[src/rtl/irq_pkg.sv]
// Shared constants and types for the interrupt-request front end.
// Sized to match the external 8-bit priority encoder.
package irq_pkg;
    localparam int N_IRQ  = 8;
    localparam int IDX_W  = 3;
    localparam int MISS_W = 8;
    localparam logic [MISS_W-1:0] MISS_MAX = {MISS_W{1'b1}};

    typedef enum logic [0:0] {
        IDLE    = 1'b0,
        PRESENT = 1'b1
    } state_t;
endpackage

[src/rtl/irq_sync_edge.sv]
// Per-line synchroniser followed by a rising-edge detector.
// The pulse is one cycle wide; a level held high yields a single pulse.
module irq_sync_edge #(
    parameter int SYNC_STAGES = 2
) (
    input  logic clk,
    input  logic rst_n,
    input  logic din,
    output logic pulse
);
    logic [SYNC_STAGES-1:0] sync_q;
    logic                   sync_d;

    always_ff @(posedge clk or negedge rst_n) begin
        if (!rst_n) begin
            sync_q <= '0;
            sync_d <= 1'b0;
        end else begin
            sync_q <= {sync_q[SYNC_STAGES-2:0], din};
            sync_d <= sync_q[SYNC_STAGES-1];
        end
    end

    assign pulse = sync_q[SYNC_STAGES-1] & ~sync_d;
endmodule

[src/rtl/irq_pend_ctrl.sv]
// Interrupt front end: synchronise, edge-detect and hold requests, present them
// to the external priority encoder, and hand the encoded index to a consumer.
module irq_pend_ctrl
    import irq_pkg::*;
#(
    parameter int N           = N_IRQ,
    parameter int IDXW        = IDX_W,
    parameter int SYNC_STAGES = 2,
    parameter int MISS_W      = 8
) (
    input  logic              clk,
    input  logic              rst_n,
    input  logic [N-1:0]      irq_in,
    input  logic [N-1:0]      mask,
    output logic [N-1:0]      pend_vec,
    input  logic [IDXW-1:0]   enc_idx,
    output logic              irq_valid,
    output logic [IDXW-1:0]   irq_idx,
    input  logic              irq_ack,
    input  logic              clr_miss,
    output logic [MISS_W-1:0] miss_cnt,
    output state_t            dbg_state
);
    localparam logic [MISS_W-1:0] CNT_MAX = {MISS_W{1'b1}};
    localparam logic [N-1:0]      ONE     = {{(N-1){1'b0}}, 1'b1};

    logic [N-1:0] edge_vec;
    logic [N-1:0] pending;
    logic [N-1:0] clr_vec;
    logic [N-1:0] miss_vec;
    logic         handshake;
    state_t       state;

    for (genvar i = 0; i < N; i++) begin : g_line
        irq_sync_edge #(.SYNC_STAGES(SYNC_STAGES)) u_sync (
            .clk   (clk),
            .rst_n (rst_n),
            .din   (irq_in[i]),
            .pulse (edge_vec[i])
        );
    end

    // Handshake: irq_valid/irq_idx are held from capture until the edge where
    // irq_valid && irq_ack, which completes the transfer; ack alone does nothing.
    assign handshake = (state == PRESENT) && irq_ack;
    assign clr_vec   = handshake ? (ONE << irq_idx) : '0;
    assign miss_vec  = edge_vec & pending & ~clr_vec;
    assign pend_vec  = pending & ~mask;
    assign irq_valid = (state == PRESENT);
    assign dbg_state = state;

    // A new edge overrides a same-cycle clear so the request is not lost.
    always_ff @(posedge clk or negedge rst_n) begin
        if (!rst_n) pending <= '0;
        else        pending <= (pending & ~clr_vec) | edge_vec;
    end

    always_ff @(posedge clk or negedge rst_n) begin
        if (!rst_n) begin
            state   <= IDLE;
            irq_idx <= '0;
        end else begin
            case (state)
                IDLE: begin
                    if (|pend_vec) begin
                        irq_idx <= enc_idx;
                        state   <= PRESENT;
                    end
                end
                PRESENT: begin
                    if (irq_ack) state <= IDLE;
                end
                default: state <= IDLE;
            endcase
        end
    end

    always_ff @(posedge clk or negedge rst_n) begin
        if (!rst_n)                              miss_cnt <= '0;
        else if (clr_miss)                       miss_cnt <= '0;
        else if (|miss_vec && miss_cnt != CNT_MAX) miss_cnt <= miss_cnt + 1'b1;
    end
endmodule

[config.mk]
export PLATFORM = sky130hd
export DESIGN_NAME = irq_pend_ctrl
export DESIGN_NICKNAME = d
export VERILOG_FILES = /design/src/rtl/irq_pkg.sv /design/src/rtl/irq_sync_edge.sv /design/src/rtl/irq_pend_ctrl.sv
export SDC_FILE = /design/constraint.sdc
export NUM_CORES = 1
export LEC_CHECK = 0
export ABC_CLOCK_PERIOD_IN_PS = 2600
export BUFFER_PORTS_ARGS = -buffer_cell sky130_fd_sc_hd__buf_2
export CAP_MARGIN = 5
export CORE_ASPECT_RATIO = 1.5
export CORE_MARGIN = 2
export CORE_UTILIZATION = 52
export DETAILED_ROUTE_END_ITERATION = 12
export GPL_TIMING_DRIVEN = 0
export HOLD_SLACK_MARGIN = 0.12
export PLACE_DENSITY_LB_ADDON = 0.15
export SKIP_CTS_REPAIR_TIMING = 1
export SYNTH_ARGS = -nofsm -noshare
export SYNTH_HDL_FRONTEND = slang
export SYNTH_HIERARCHICAL = 1
export SYNTH_SLANG_ARGS = --single-unit
export TNS_END_PERCENT = 30
[constraint.sdc]
create_clock -name clk -period 2.6 [get_ports clk]
set_input_delay 0.65 -clock clk [delete_from_list [all_inputs] [get_ports clk]]
set_output_delay 0.65 -clock clk [all_outputs]
set_load 0.02 [all_outputs]
==> run metrics <==
run status complete, no violations; Pins Over Slew Limit 0; clock latency on the worst-skew pair 0.30 ns; final setup fails 0; Initial Util 54.2%; skew final 0.00800 ns; compound-gate portion of the synthesized area 8.74%; boundary pin count 44; Mapped Area 0.00183 mm^2; DR pass1 iterations 4; Syn-to-layout area delta 21.5%; Setup crit start kind input port; post-DP HPWL 2.41 mm; RePlAce Congestion 0.734; wire per inst 13.7 um; Starting DRT DRC Count 28; vias in the first global route 1,218; reg2reg end miss_cnt[4]$_DFFE_PN0P_; DRC 0; r2r setup slk 0.53 ns; nets 218; detailed-route via count 1,251; share of layout cells above drive strength 1 35.9%; CTS tree done; H-tree Lvls 2; Worst EP required 2.78 ns; P per Cell Area 725 mW/mm^2; peak fanout along the critical path 8; first-pass GRT wire length 5.33 mm; core box area 0.00338 mm^2; Die Span X 52.5 um; simple-gate share of the synthesized area 22.9%; clock buffer count from CTS 5; Final min period 2.09 ns; xor-xnor portion of the synthesized cell area 0.478%; die area 0.00403 mm^2; Clock Tree Root clkbuf_8; Psw 418 uW; Sink Count 44; RR Startpoint irq_idx[1]$_DFFE_PN0P_; worst setup path startpoint irq_ack; post-synthesis net count 168; WL final 3.26 mm; endpoints failing hold 0; Fin Setup TNS 0 ns; highest-count cells in the layout ignoring fill and taps buf_2 (44), dfrtp_1 (44), nor2b_1 (13), nand2_1 (12); max_cap viols 0; largest family of logic cells by synthesized area simple AND/OR/NAND/NOR gates; Synth Area in Adders 0.683%; Seq/Total Area, Yosys 60.1%; Total GRT Usage 18.2%; I/O Buffers 43; Synth warnings 6; CP Capture Type flip-flop; Post-Syn Instances 144; Leak 0.00106 uW; Internal Power 1200 uW; clk buf depth 2; die height 76.7 um; clock-pin slew on the worst setup and hold paths 0.08 ns; Flop pwr share 48.8%; Max Clk Rate 0.478 GHz; Rows 26; sw frac 25.9%; initial antenna violation count 0; Reg2Reg Depth 6; fin crit share 80.4%; grt ovf 0; antenna-violating nets left 0; Worst EP arrival 2.27 ns; post-synthesis mux area share 5.39%; Setup Crit Path Kind in -> reg; average vias per placed instance 5.28; clock network power share 34.5%; Syn Area/Cell 12.7 um^2; Pwr Total 1620 uW; Peak VDD IR 0.515 mV; antenna diode count 0; utilization after layout 65.8%; Slew headroom 37.1%; Slew @ Worst Pin 0.943 ns; combinational fraction of design power 16.7%; worst hold path type reg -> reg; RSZ-0062 raised after global routing false; post-synth cell types 29; crit path to miss_cnt[4]$_DFFE_PN0P_; Yosys reg bits 44; largest net degree at the start of global routing 45
==> critical path, cell delays in order <==
cell and delay, ns:
buf_2 0.11, nor3b_1 0.40, a31oi_1 0.16, nor4_2 0.30, a32oi_4 0.16, nand4_1 0.15, mux2_1 0.33
==> power groups by stage <==
stage          Clock, uW  Sequential [uW]  Combinational, uW
2_1_floorplan          0              812                164
5_1_grt              608              796                298
3_3_place_gp           0              797                267
6_report             558              788                270
3_5_place_dp           0              801                273
4_1_cts              575              788                273
==> Yosys cell counts <==
master	instances	area share [%]
a211oi_1	1	0.41
a21bo_1	1	0.55
a21o_1	8	3.3
a21oi_1	6	1.6
a31oi_1	4	1.4
a32oi_4	1	1.5
and2_1	1	0.34
and3_1	3	1.0
and3b_1	2	0.96
buf_2	1	0.27
buf_4	3	1.2
clkbuf_1	1	0.20
dfrtp_1	44	60
ha_1	1	0.68
mux2_1	4	2.5
mux2_2	3	1.8
mux2i_1	2	1.1
nand2_1	12	2.5
nand3_1	5	1.4
nand3b_1	1	0.41
nand4_1	4	1.4
nor2_1	8	1.6
nor2b_1	13	4.4
nor2b_2	1	0.48
nor2b_4	8	6.0
nor3b_1	1	0.41
nor4_1	2	0.68
nor4_2	2	1.4
xnor2_1	1	0.48
==> cell type report <==
cell class	count	area [um^2]
fill	265	1160
sequential	44	1100
tap	42	52.6
buffer	5	31.3
clock inverter	1	30.0
clock buffer	7	96.3
timing repair buffer	43	215
multi-input combinational	95	701
==> logic make-up after synthesis <==
kind of cell,after synthesis
XOR/XNOR,1
buffers and inverters,5
AND/OR/NAND/NOR,63
multiplexers,9
flip-flops,44
adder cells (fa/ha/maj),1
AO/OA/AOI/OAI,21
==> registers in the layout, indices dropped and copies added, names as in the netlist <==
| signal | flops |
|---|---|
| g_line.u_sync/sync_q | 16 |
| g_line.u_sync/sync_d | 8 |
| miss_cnt | 8 |
| pending | 8 |
| irq_idx | 3 |
| dbg_state | 1 |
==> per-layer routing <==
metal	routed length [um]	global-route usage [%]	vias to the layer above
met5	0	0	-
met4	68	7.69	0
met3	136	5.84	8
met2	1750	29.9	30
met1	1300	21.5	615
li1	-	-	598
==> how the worst min path moves through the flow <==
stage                                         start                                   end  slack (ns)  cells past startpoint
5_1_grt        g_line[4].u_sync/sync_q[0]$_DFF_PN0_  g_line[4].u_sync/sync_q[1]$_DFF_PN0_        0.36                      0
3_3_place_gp   g_line[0].u_sync/sync_q[0]$_DFF_PN0_  g_line[0].u_sync/sync_q[1]$_DFF_PN0_        0.33                      0
3_5_place_dp   g_line[6].u_sync/sync_q[0]$_DFF_PN0_  g_line[6].u_sync/sync_q[1]$_DFF_PN0_        0.34                      0
4_1_cts        g_line[6].u_sync/sync_q[0]$_DFF_PN0_  g_line[6].u_sync/sync_q[1]$_DFF_PN0_        0.35                      0
6_report       g_line[1].u_sync/sync_q[0]$_DFF_PN0_  g_line[1].u_sync/sync_q[1]$_DFF_PN0_        0.35                      0
2_1_floorplan  g_line[0].u_sync/sync_q[0]$_DFF_PN0_  g_line[0].u_sync/sync_q[1]$_DFF_PN0_        0.33                      0
==> per-stage QoR <==
step           setup slack [ns]  hold slack (ns)  cell area, um^2  std cells
2_1_floorplan             0.530            0.331             1830        144
3_3_place_gp              0.195            0.333             2100        229
3_5_place_dp              0.207            0.336             2100        229
4_1_cts                   0.518            0.354             2230        237
5_1_grt                   0.265            0.362             2230        237
6_report                  0.509            0.350             2230        237
Note: power is estimated with default switching activity, not from simulation.
